===== src/rtl/fetch_sequencer.sv =====
`default_nettype none
// ============================================================================
// Module      : fetch_sequencer
// Description : Instruction fetch sequencer for the 16-bit processor. Drives
//               the program counter and a single-outstanding req/ack read to
//               instruction memory. It strobes the fetched word into the
//               instruction register and offers it to decode with valid/ready.
//               It also handles redirects, HALT/resume and a fetch timeout.
// Revision    : 1.0 - initial release
// ============================================================================
module fetch_sequencer #(
  parameter logic [15:0] RESET_PC       = 16'h0000,
  parameter logic [3:0]  HALT_OPCODE    = 4'hF,
  parameter int          TIMEOUT_CYCLES = 64
) (
  input  logic        clk,
  input  logic        rst_n,
  output logic        mem_req,
  output logic [15:0] mem_addr,
  input  logic        mem_ack,
  input  logic [15:0] mem_rdata,
  output logic        ir_load,
  output logic [15:0] ir_data,
  output logic        instr_valid,
  input  logic        instr_ready,
  input  logic        redirect,
  input  logic [15:0] redirect_pc,
  input  logic        resume,
  output logic [15:0] pc,
  output logic        halted,
  output logic        fetch_err
);

  typedef enum logic [2:0] {
    S_IDLE   = 3'd0,
    S_FETCH  = 3'd1,
    S_ISSUE  = 3'd2,
    S_HALTED = 3'd3,
    S_ERROR  = 3'd4
  } state_t;

  // Last counter value of an unacknowledged fetch before giving up
  localparam logic [7:0] TMO_LAST = 8'(TIMEOUT_CYCLES - 1);

  state_t      state_q, state_d;
  logic [15:0] pc_q, pc_d;
  logic [15:0] ir_data_q, ir_data_d;
  logic        ir_load_q, ir_load_d;
  logic [7:0]  tmo_cnt_q, tmo_cnt_d;
  logic        mem_req_q, instr_valid_q, halted_q, fetch_err_q;

  // Next-state, PC, instruction word and timeout counter selection
  always_comb begin
    state_d   = state_q;
    pc_d      = pc_q;
    ir_data_d = ir_data_q;
    ir_load_d = 1'b0;
    tmo_cnt_d = 8'd0;
    case (state_q)
      S_IDLE: begin
        if (redirect) pc_d = redirect_pc;
        state_d = S_FETCH;
      end
      S_FETCH: begin
        if (redirect) begin
          // Dropping mem_req for one cycle cancels the read; any ack is discarded
          pc_d    = redirect_pc;
          state_d = S_IDLE;
        end else if (mem_ack) begin
          ir_data_d = mem_rdata;
          ir_load_d = 1'b1;
          pc_d      = pc_q + 16'd1;
          state_d   = S_ISSUE;
        end else if (tmo_cnt_q == TMO_LAST) begin
          state_d = S_ERROR;
        end else begin
          tmo_cnt_d = tmo_cnt_q + 8'd1;
        end
      end
      S_ISSUE: begin
        if (redirect) begin
          pc_d    = redirect_pc;
          state_d = S_IDLE;
        end else if (instr_ready) begin
          state_d = (ir_data_q[15:12] == HALT_OPCODE) ? S_HALTED : S_FETCH;
        end
      end
      S_HALTED: begin
        if (redirect) begin
          pc_d    = redirect_pc;
          state_d = S_IDLE;
        end else if (resume) begin
          state_d = S_FETCH;
        end
      end
      S_ERROR: begin
        state_d = S_ERROR;
      end
      default: begin
        state_d = S_IDLE;
      end
    endcase
  end

  // State and registered outputs; outputs follow the state being entered
  always_ff @(posedge clk or negedge rst_n) begin
    if (!rst_n) begin
      state_q       <= S_IDLE;
      pc_q          <= RESET_PC;
      ir_data_q     <= 16'h0000;
      ir_load_q     <= 1'b0;
      tmo_cnt_q     <= 8'd0;
      mem_req_q     <= 1'b0;
      instr_valid_q <= 1'b0;
      halted_q      <= 1'b0;
      fetch_err_q   <= 1'b0;
    end else begin
      state_q       <= state_d;
      pc_q          <= pc_d;
      ir_data_q     <= ir_data_d;
      ir_load_q     <= ir_load_d;
      tmo_cnt_q     <= tmo_cnt_d;
      mem_req_q     <= (state_d == S_FETCH);
      instr_valid_q <= (state_d == S_ISSUE);
      halted_q      <= (state_d == S_HALTED);
      fetch_err_q   <= (state_d == S_ERROR);
    end
  end

  assign mem_req     = mem_req_q;
  assign mem_addr    = pc_q;
  assign pc          = pc_q;
  assign ir_load     = ir_load_q;
  assign ir_data     = ir_data_q;
  assign instr_valid = instr_valid_q;
  assign halted      = halted_q;
  assign fetch_err   = fetch_err_q;

endmodule
`default_nettype wire


===== config.mk =====
export PLATFORM = sky130hd
export DESIGN_NAME = fetch_sequencer
export DESIGN_NICKNAME = d
export VERILOG_FILES = /design/src/rtl/fetch_sequencer.sv
export SDC_FILE = /design/constraint.sdc
export NUM_CORES = 1
export LEC_CHECK = 0
export BUFFER_PORTS_ARGS = -buffer_cell sky130_fd_sc_hd__buf_2
export CORE_MARGIN = 2
export CORE_UTILIZATION = 44
export DETAILED_ROUTE_END_ITERATION = 6
export GPL_TIMING_DRIVEN = 1
export PLACE_DENSITY = 0.75
export RECOVER_POWER = 100
export SYNTH_ARGS = -nofsm -noshare
export SYNTH_HDL_FRONTEND = slang
export SYNTH_SLANG_ARGS = --single-unit
export TNS_END_PERCENT = 10

===== constraint.sdc =====
create_clock -name clk -period 1.7 [get_ports clk]
set_input_delay 0.085 -clock clk [delete_from_list [all_inputs] [get_ports clk]]
set_output_delay 0.085 -clock clk [all_outputs]
set_load 0.1 [all_outputs]

# --- Word-level counts from Yosys, hierarchy flattened ---
# Index checks and enable logic that the tools add are counted.
# W data, S select, Z words.
word_totals:
  elab_cells: 49
  inputBits: 38
  ramBits: 0
  latchBits: 0
  mem_bits_ro: 0
  out_inout_bits: 53
  regBits: 48
  n_memories: 0
classes:
  bitwise_logic: 1
  n_mux: 20
  div: 0
  n_mul: 0
  magnitude_cmp: 0
  addsub: 2
  reduce_logical: 5
  eq_ne: 12
  n_shift: 0
op_table:
  columns: ["operator", "n"]
  rows:
  - ["$mux W16", 3]
  - ["$mux W8", 4]
  - ["$pmux W16 S2", 1]
  - ["$mux W3", 7]
  - ["$add A16 B1 Y16 const B", 1]
  - ["$pmux W3 S5", 1]
  - ["$eq A3 B2 Y1 const B", 4]
  - ["$add A8 B1 Y8 const B", 1]
  - ["$eq A8 B6 Y1 const B", 1]
  - ["$eq A3 B1 Y1 const B", 2]
  - ["$eq A3 B3 Y1 const B", 2]
  - ["$reduce_and A3 Y1", 2]
  - ["$eq A4 B4 Y1 const B", 1]
  - ["$logic_not A3 Y1", 1]
  - ["$mux W1", 3]
  - ["$ne A3 B3 Y1 const B", 1]
  - ["$reduce_or A3 Y1", 1]
  - ["$mux W2", 1]
  - ["$ne A2 B1 Y1 const B", 1]
  - ["$reduce_bool A2 Y1", 1]
  - ["$not A1 Y1", 1]

# --- Logic depth before layout (Yosys ltp) ---
logic_depth:
  depth_word: 6
  depth_mapped: 6
  depth_no_buf: 5

# --- Worst setup path after synthesis ---
# Ideal clock, no wire load.
synth_path:
  kind: "register -> register"
  from: "register pc_q[0] (netlist: mem_addr[0])"
  to: "register pc_q[8] (netlist: mem_addr[8])"
  n_path_buf: 0
  path_slack_ns: -0.454
  path_stages_with_launch: 6
  required_ns: 1.574
  t_arrival_ns: 2.028
  synth_period_minus_slack_ns: 2.154
  setup_ns: 0.126
  path_cell_list: "dfrtp_1 -> ha_1 -> nand3_1 -> nor2_1 -> a31oi_1 -> a221o_1"
synth_via:
  elab_chain_len: 4
synth_rtl:
  columns: ["item", "line", "source"]
  rows:
  - ["start: declaration", "46", "logic [15:0] pc_q, pc_d;"]
  - ["start signal: assignment", "119", "pc_q <= pc_d;"]
  - ["$add A16 B1 Y16", "72", "pc_d = pc_q + 16'd1;"]
  - ["$mux W16", "69", "end else if (mem_ack) begin"]
  - ["$mux W16", "65", "if (redirect) begin"]
  - ["$pmux W16 S2", "59", "case (state_q)"]
# Every way passes these cells. The select of a mux whose other input is x is not followed.
# A chain may end at the register's enable or synchronous reset.

# --- Worst setup path after layout ---
layout_path:
  from: "register tmo_cnt_q[0]"
  to: "register instr_valid_q (netlist: instr_valid)"
layout_via:
  elab_chain_len: 6
layout_rtl:
  columns: ["item", "line", "source"]
  rows:
  - ["start: declaration", "49", "logic [7:0] tmo_cnt_q, tmo_cnt_d;"]
  - ["start signal: assignment", "122", "tmo_cnt_q <= tmo_cnt_d;"]
  - ["$eq A8 B6 Y1", "74", "end else if (tmo_cnt_q == TMO_LAST) begin"]
  - ["$mux W3", "74", null]
  - ["$mux W3", "69", null]
  - ["$mux W3", "65", null]
  - ["$pmux W3 S5", "59", null]
  - ["$eq A3 B2 Y1", "124", "instr_valid_q <= (state_d == S_ISSUE);"]
  - ["end signal: assignment", "124", null]
  - ["end: declaration", "50", "logic mem_req_q, instr_valid_q, halted_q, fetch_err_q;"]
# Every way passes these cells.

==> impl_results.md <==
* Final-stage net count at 356
* Final wirelength at 5.63 mm
* Post-layout util at 0.560
* Initial DRT Pass Iterations at 4
* Worst reg-to-reg path cell count at 5
* Placed inst area at 0.00295 sq mm
* Core Region at between 0.005 and 0.006 sq mm
* Largest net degree at the start of global routing at 49
* Switch share at 0.337
* Post-CTS setup buffer count at 0
* Worst setup EP type: flip-flop
* Max Cap Violations at 0
* Clk network pwr share at 0.277
* CP peak stage delay at 530 ps
* Hold EP: mem_addr[10]$_DFFE_PN0P_
* Fmax achieved at 616 MHz
* Count of cell types in the netlist at 48
* Crit-path slowest cell: or4_4
* Grt ovf at 0
* Dpl hpwl at between 4 and 5 mm
* DRC at 0
* Commonest register cell after synthesis: dfrtp_1
* Worst Tran Pin Value at 608 ps
* Vias in the first global route at roughly 2000
* RSZ-0062 raised after global routing: yes
* Gr usage total at 0.185
* Hold Startpoint: redirect_pc[10]
* Die X at 78.8 um
* IR drop worst, VDD at 495 uV
* Hold Path Cell Cnt at 3
* DRT iter0 DRCs at 142
* Critical path arrival at around 1900 ps
* Initial antenna violation count at 0
* Class of the most critical setup path: flip-flop to flip-flop
* Post-synth EDFFs at 0
* Fin. max-slew vios at 0
* DIE AREA at approximately 0.0062 sq mm
* Max clock buf depth at 2
* Routed Antenna Nets at 0
* Fraction of the cycle the final worst path needs at 0.955
* Critical path fanouts, max at 4
* Setup Viol. Count Final at 0
* Worst R2R End: instr_valid$_DFF_PN0_
* Root buf cell: clkbuf_8
* Asr flop ratio synth at 1.00
* Worst EP required at 1930 ps
* Power Density at 766 mW/mm^2
* Post-Synthesis Cells at 230
* Skew-Pair Late Insertion Delay at 290 ps
* R2R Setup Slk at 80 ps
* Initial core utilization at 0.452
* Worst R2R Start: tmo_cnt_q[0]$_DFF_PN0_
* CTS tree: built
* Mapped Area at 0.00246 sq mm
* Wire per inst at 14.5 um
* Sequential cell area fraction in the yosys report at 0.488
* Period minus WS final at 1620 ps
* NetSw at 786 uW
* HP Class: primary input to flip-flop
* I/O Buffers at 90
* CP cell instances: ha_4 > nand3_2 > or4_4 > a32oi_4 > and2_1
* Site Rows at 27
* Synth warn at 0
* Clock tree sinks at 48
* Final hold violation count at 0
* Syn Nets at 270
* Slew headroom at 0.595
* Internal at roughly 1.5 mW
* Share of layout cells above drive strength 1 at 0.461
* Syn Area/Cell at 10.7 sq um
* GPL Wtd Cong at 0.852
* Clk_skew at roughly 6.6 ps
* Via density at 5.25
* Most common cell after layout, fill and taps aside: clkbuf_2
* Critical path launch point type: flip-flop
* H-tree level count at 2
* Finished Cell Area at ~0.0030 sq mm
* Die Ht at 78.8 um
* Number of synthesized register bits at 48
* ANT cells at 0
* Ports at 91
* Sequential power share at 0.514
* Status: finished clean
* Routed vias at about 2000
* Clock transition at path regs at 90 ps
* Most frequent cells in the layout: clkbuf_2 (54), buf_2 (38), dfrtp_1 (32), nor2_1 (23)
* Comb power frac at 0.209
* CP delay by family, top: simple AND/OR/NAND/NOR gates
* Fill cells at 491
* Area grow syn2layout at 23.8%
* Num CTS Buffers at 5
* CP bufs+invs at 0
* Global-route wire length before repair at 9.12 mm
* P_leak at 1.49 nW
power by group through the flow:
stage | Combinational, mW | Sequential (mW) | Clock (mW)
floorplan | 0.238 | 1.37 | 0
global placement | 0.488 | 1.22 | 0
detailed placement | 0.491 | 1.22 | 0
CTS | 0.493 | 1.20 | 0.674
global route | 0.508 | 1.20 | 0.712
finish | 0.487 | 1.20 | 0.646
per-stage QoR:
stage	power (mW)	setup slack [ps]	instances	hold WS (ps)	setup TNS, ps
floorplan	1.60	-141	230	-211	-517
global placement	1.71	70.1	380	219	0
detailed placement	1.71	38.2	380	219	0
CTS	2.36	14.1	389	1.16	0
global route	2.42	-3.74	389	0.949	-3.74
finish	2.33	76.8	389	0.713	0
repair_timing:
| item | CTS | global route |
|---|---|---|
| hold buffers | 1 | 0 |
| setup endpoints to repair | 0 | 5 |
| hold endpoints to repair | 48 | 0 |
| gates resized for setup | 0 | 4 |
registers in the layout, indices dropped and copies added (netlist names):
register	flops
halted	1
fetch_err	1
state_q	3
mem_req	1
ir_load	1
mem_addr	16
tmo_cnt_q	8
instr_valid	1
ir_data	16
worst min-delay path, stage by stage:
cell	delay, ps
buf_2	80
nand2_1	40
nand3_1	70
metal layers:
metal	GRT usage	share of wire	wire (um)
met5	0	0	0
met4	0.0684	0.014	78
met3	0.0375	0.062	351
met2	0.309	0.49	2780
met1	0.239	0.43	2420
cell families (layout without fill, tap and decap cells):
kind of cell               after synthesis  count (layout)  synth area share
AOI/OAI and AO/OA                       42              42             0.131
xor gates and xnor gates                 6               6            0.0214
buffers and inverters                   30             117            0.0793
DFF                                     48              48             0.488
adders and majority gates                2               2            0.0102
muxes                                   21              21            0.0936
and+or+nand+nor                         81              81             0.176
area by class of cell:
type | count | area (sq um) | share of cell area
multi-input combinational | 152 | 1070 | 0.352
inverter | 6 | 22.5 | 0.00740
clock inverter | 1 | 5.00 | 0.00164
clock buffer | 7 | 76.3 | 0.0251
sequential | 48 | 1220 | 0.401
timing repair buffer | 103 | 558 | 0.183
tap | 72 | 90.1 | 0.0296
cell usage after synthesis (all sizes together), types with 3 or more instances:
cell     instances  share of area
inv              6         0.0092
nor3             4         0.0081
buf             23          0.065
nand2b           4          0.011
nor2            23          0.035
a31oi            4          0.016
and4             4          0.014
and3             3         0.0076
a21oi            7          0.017
xnor2            4          0.014
mux2            16          0.073
nand3           10          0.022
a2bb2oi          3          0.011
nor3b            3         0.0092
a211oi           3         0.0092
dfrtp           48           0.49
o21ai            9          0.018
mux2i            5          0.020
nor4             4          0.010
a221o            4          0.016
nand4            5          0.013
nand2           12          0.018
how the worst max path moves through the flow:
stage	startpoint	end	cells past startpoint
5_1_grt	tmo_cnt_q[0]$_DFF_PN0_	instr_valid$_DFF_PN0_	5
2_1_floorplan	mem_addr[12]$_DFFE_PN0P_	mem_addr[13]$_DFFE_PN0P_	4
3_5_place_dp	tmo_cnt_q[0]$_DFF_PN0_	instr_valid$_DFF_PN0_	5
3_3_place_gp	mem_addr[0]$_DFFE_PN0P_	mem_addr[12]$_DFFE_PN0P_	5
4_1_cts	tmo_cnt_q[0]$_DFF_PN0_	instr_valid$_DFF_PN0_	5
6_report	tmo_cnt_q[0]$_DFF_PN0_	instr_valid$_DFF_PN0_	5
No activity file was read; power rests on OpenSTA's default activity.
